**src/rtl/codec_sample_receiver_pkg.sv**
```systemverilog
// Shared audio definitions: sample width/type and FIFO operation decoding
// used by the codec-side receive path.
package codec_sample_receiver_pkg;

  localparam int SAMPLE_W = 16;

  typedef logic signed [SAMPLE_W-1:0] sample_t;

  typedef enum logic [1:0] {
    OP_IDLE = 2'b00,
    OP_PUSH = 2'b01,
    OP_POP  = 2'b10,
    OP_BOTH = 2'b11
  } fifo_op_e;

  function automatic fifo_op_e fifo_op(input logic push, input logic pop);
    return fifo_op_e'({pop, push});
  endfunction

endpackage

```
**src/rtl/codec_sample_receiver_fifo.sv**
```systemverilog
// Show-ahead sample FIFO; full/empty come from the occupancy counter so the
// pointers can simply wrap modulo DEPTH.
module sample_fifo
  import codec_sample_receiver_pkg::*;
#(
  parameter int DEPTH  = 8,
  parameter int ADDR_W = 3
) (
  input  logic            clk,
  input  logic            reset,
  input  logic            push,
  input  logic            pop,
  input  sample_t         wdata,
  output sample_t         rdata,
  output logic [ADDR_W:0] level,
  output logic            full,
  output logic            empty
);

  sample_t           mem [DEPTH];
  logic [ADDR_W-1:0] wr_ptr;
  logic [ADDR_W-1:0] rd_ptr;
  logic              do_push;
  logic              do_pop;

  assign full    = (level == (ADDR_W + 1)'(DEPTH));
  assign empty   = (level == '0);
  assign do_pop  = pop & ~empty;
  // A push into a full FIFO only lands if the head leaves in the same cycle.
  assign do_push = push & (~full | do_pop);

  always_ff @(posedge clk) begin
    if (do_push) mem[wr_ptr] <= wdata;
  end

  always_ff @(posedge clk) begin
    if (reset) begin
      wr_ptr <= '0;
      rd_ptr <= '0;
      level  <= '0;
    end else begin
      if (do_push) wr_ptr <= wr_ptr + 1'b1;
      if (do_pop)  rd_ptr <= rd_ptr + 1'b1;
      case (fifo_op(do_push, do_pop))
        OP_PUSH: level <= level + 1'b1;
        OP_POP:  level <= level - 1'b1;
        default: level <= level;
      endcase
    end
  end

  assign rdata = empty ? sample_t'(0) : mem[rd_ptr];

endmodule

```
**src/rtl/codec_sample_receiver.sv**
```systemverilog
// Codec receive path: frame edge detection, capture gating, sticky overflow
// and a buffered valid/ack sample stream toward the music-side logic.
module codec_sample_receiver
  import codec_sample_receiver_pkg::*;
#(
  parameter int DEPTH  = 8,
  parameter int ADDR_W = 3
) (
  input  logic                       clk,
  input  logic                       reset,
  input  logic                       new_frame,
  input  logic signed [SAMPLE_W-1:0] adc_sample,
  input  logic                       enable,
  output logic signed [SAMPLE_W-1:0] sample_out,
  output logic                       sample_valid,
  input  logic                       sample_ack,
  output logic [ADDR_W:0]            level,
  output logic                       overflow,
  input  logic                       clear_overflow,
  output logic                       frame_pulse
);

  logic nf_d;
  logic frame_edge;
  logic push;
  logic pop;
  logic full;
  logic empty;
  logic drop;

  assign frame_edge   = new_frame & ~nf_d;
  assign push         = frame_edge & enable;
  assign sample_valid = ~empty;
  assign pop          = sample_ack & sample_valid;
  assign drop         = push & full & ~pop;

  // nf_d resets high so a strobe already asserted at release is not a frame.
  always_ff @(posedge clk) begin
    if (reset) begin
      nf_d        <= 1'b1;
      frame_pulse <= 1'b0;
      overflow    <= 1'b0;
    end else begin
      nf_d        <= new_frame;
      frame_pulse <= frame_edge;
      if (drop)                overflow <= 1'b1;
      else if (clear_overflow) overflow <= 1'b0;
    end
  end

  sample_fifo #(
    .DEPTH (DEPTH),
    .ADDR_W(ADDR_W)
  ) u_fifo (
    .clk  (clk),
    .reset(reset),
    .push (push),
    .pop  (pop),
    .wdata(adc_sample),
    .rdata(sample_out),
    .level(level),
    .full (full),
    .empty(empty)
  );

endmodule

```
**config.mk**
```make
export PLATFORM = sky130hd
export DESIGN_NAME = codec_sample_receiver
export DESIGN_NICKNAME = d
export VERILOG_FILES = /design/src/rtl/codec_sample_receiver_pkg.sv /design/src/rtl/codec_sample_receiver_fifo.sv /design/src/rtl/codec_sample_receiver.sv
export SDC_FILE = /design/constraint.sdc
export NUM_CORES = 1
export LEC_CHECK = 0
export BUFFER_PORTS_ARGS = -buffer_cell sky130_fd_sc_hd__buf_2
export CAP_MARGIN = 20
export CORE_MARGIN = 10
export CORE_UTILIZATION = 40
export DETAILED_ROUTE_END_ITERATION = 16
export HOLD_SLACK_MARGIN = 0.05
export PLACE_DENSITY = 0.61
export SYNTH_ARGS = -nofsm -noshare
export SYNTH_HDL_FRONTEND = slang
export SYNTH_SLANG_ARGS = --single-unit
export TNS_END_PERCENT = 1
```
**constraint.sdc**
```tcl
create_clock -name clk -period 2.5 [get_ports clk]
set_clock_uncertainty 0.1 [all_clocks]
set_input_delay 0.25 -clock clk [delete_from_list [all_inputs] [get_ports clk]]
set_output_delay 0.25 -clock clk [all_outputs]
set_load 0.01 [all_outputs]
```
==> flow_metrics.tcl <==
set metrics [dict create \
    outcome "complete, no violations" \
    clockRootBuffer "clkbuf_16" \
    synth_area_leaders "edfxtp_1, mux4_2, dfxtp_1, mux2i_1, nor2_1" \
    cts_tree "done" \
    hold_violations 0 \
    avgRoutedWirePerCell_um 19.6 \
    core-area_sq_um 13800 \
    post-route-period-util_pct 97.1 \
    wl_met1_mm 4.65 \
    grt_setup_unrepaired "yes" \
    rows 43 \
    avgSynthCellArea_sq_um 19.6 \
    grt-ovfl-total 0 \
    maxClockFrequency_mhz 412 \
    synthCells 287 \
    die_w_um 139 \
    clock_sinks 144 \
    slew_violations 0 \
    p_leak_uw 0.00235 \
    power_density_nw_per_um2 867 \
    post_cts_buffers 0 \
    cp.required_ns 2.70 \
    drc 0 \
    area_delta_synth_final_pct 23.4 \
    die_h_um 139 \
    port_buffers 44 \
    p_clk_share_pct 37.2 \
    route.met3.wl_um 502 \
    num_io_pins 45 \
    final_area_sq_um 6950 \
    ys_types 37 \
    dr_wl_met2_mm 5.90 \
    place.gp.congestion 0.725 \
    clockBufferDepth 2 \
    p_int_uw 4530 \
    layout.cells.non_filler 568 \
    setup_viol 0 \
    clock_latency_ns 0.41 \
    yosysSeqAreaShare_pct 73.9 \
    grt_pass1_vias 3194 \
    antenna_left 0 \
    drtIter0Drc 174 \
    nets 402 \
    p_seq_share_pct 44.4 \
    hp-class "in2reg" \
    grt_pass1_wl_mm 17.8 \
    p_switching_uw 1490 \
    dieArea_sq_um 19200 \
    place_area_sq_um 6200 \
    p_total_uw 6030 \
    synth_fp_nets 314 \
    synth_top_area_share_pct 68.3 \
    swShare_pct 24.8 \
    ys_ff_latch 144 \
    grt_antenna_before_repair 1 \
    slew_headroom_pct 74.5 \
    cts_buffers 17 \
    hpwl_mm 6.49 \
    initial_core_util_pct 40.7 \
    clk_pin_slew_ns 0.06 \
    yosysWarnings 0 \
    crit_path_start_kind "register" \
    final_util_pct 50.3 \
    setup.worst_path.class "reg2reg" \
    endpoint_kind "register" \
    pwr-share-comb_pct 18.4 \
    highest_layer "met4" \
    vias 2846 \
    first_pass_iters 4 \
    fillers 1112 \
    synthesis.area_sq_um 5630 \
    crit_fanout 4 \
    yosys.area.top_type "edfxtp_1" \
    drive_above_1_share_pct 36.2 \
    track_usage_pct 12.1 \
    ir_drop_v 0.000533 \
    grt_max_degree 33 \
    placed_cells 518 \
    viasPerCell 5.01 \
    worstPathArrival_ns 2.62 \
    drt-total-wl_mm 11.1 \
    cap_viol_max_count 0 \
    worst_pin_slew_ns 0.382 \
    htreeDepth 4 \
    fin_crit_ns 2.43 \
]
-- metal layers --
layer / up-vias / track usage [%]
li1: 1320 / -
met2: 52 / 20.3
met3: 5 / 4.35
met4: 0 / 3.79
met5: - / 0
met1: 1469 / 14.1
-- final timing paths --
check,from,depth (start not counted),slack (ns),to
worst min register to register,nf_d$_SDFF_PP1_,1,0.34,frame_pulse$_SDFF_PP0_
worst max register to register,u_fifo.level[2]$_SDFFE_PP0P_,6,0.07,u_fifo.level[3]$_SDFFE_PP0P_
worst min-delay path,reset,2,0.08,u_fifo.rd_ptr[0]$_SDFFE_PP0P_
worst max-delay path,u_fifo.level[2]$_SDFFE_PP0P_,6,0.07,u_fifo.level[3]$_SDFFE_PP0P_
-- final cells by class --
class,instances,area (sq um),area share (%)
Inverter,2,7.51,0.108
Sequential cell,144,4170,59.9
Antenna cell,1,2.50,0.0360
Multi-Input combinational cell,128,1450,20.8
Clock inverter,14,101,1.46
Tap cell,180,225,3.24
Timing Repair Buffer,82,576,8.28
Clock buffer,17,425,6.12
-- cells by family (layout without fill, tap and decap cells) --
family	count (synthesis)	count (layout)	synth area share, %
other	0	1	0
xor gates and xnor gates	6	6	1.07
AOI/OAI and AO/OA	9	9	1.04
muxes	53	53	16.6
adders and majority gates	5	5	1.11
buffers and inverters	15	115	1.36
DFF	144	144	73.9
and+or+nand+nor	55	55	4.91
-- cell usage in the layout, fill, tap and decap left out, drive strengths merged, types with 4 or more instances in the layout --
master | netlist | routed
mux4 | 32 | 32
nand2b | 4 | 4
dlygate4sd3 | 0 | 18
xor2 | 5 | 5
edfxtp | 128 | 128
nor2 | 34 | 34
clkbuf | 3 | 17
ha | 5 | 5
clkinv | 0 | 11
buf | 10 | 64
dfxtp | 16 | 16
a21oi | 4 | 4
mux2i | 19 | 19
-- through the flow --
stage	hold slack [ns]	TNS, ns	setup slack, ns
2_1_floorplan	0.212	-2.55	-0.174
3_3_place_gp	0.306	0	0.0207
3_5_place_dp	0.325	-0.0159	-0.0159
4_1_cts	0.0764	0	0.0172
5_1_grt	0.0920	-0.0316	-0.0257
6_report	0.0803	0	0.0730
-- synthesized netlist by cell type --
library cell,count
a21oi_1,4
a41oi_1,1
and2_4,1
and3b_1,1
buf_1,5
buf_2,1
buf_4,3
buf_6,1
clkbuf_1,3
dfxtp_1,16
edfxtp_1,128
ha_1,5
inv_1,1
inv_2,1
mux2_1,1
mux2_2,1
mux2i_1,19
mux4_2,32
nand2_1,3
nand2b_1,4
nand3_1,1
nor2_1,33
nor2_8,1
nor2b_1,2
nor3_1,3
nor3b_1,1
nor4b_1,1
o211ai_1,1
o21ai_0,1
o21ai_2,1
o41ai_1,1
or2_1,1
or2_2,1
or3_1,1
or3_4,1
xnor2_2,1
xor2_1,5
-- worst max-delay path, stage by stage, from the launching register on --
cell,delay [ns]
dfxtp_2,0.32
or3_4,0.43
o21ai_2,0.24
ha_2,0.28
mux2_2,0.35
o41ai_2,0.25
mux2_1,0.35
-- repair_timing --
item	in CTS	in global routing
setup endpoints to repair	2	3
gates resized for setup	1	6
pin swaps	1	0
hold buffers	18	0
hold endpoints to repair	131	0
-- state kept, by name, indices dropped and copies added (netlist names), named ones only --
name	flops
u_fifo.rd_ptr	3
u_fifo.mem	128
u_fifo.level	4
nf_d	1
u_fifo.wr_ptr	3
frame_pulse	1
overflow	1
-- power groups by stage --
stage	registers (uW)	clock network (uW)	logic (uW)
5_1_grt	2680	2410	1220
3_3_place_gp	2720	0	1050
2_1_floorplan	2740	0	704
4_1_cts	2670	2290	1110
6_report	2670	2240	1110
3_5_place_dp	2720	0	1080
No activity file was read; power rests on OpenSTA's default activity.
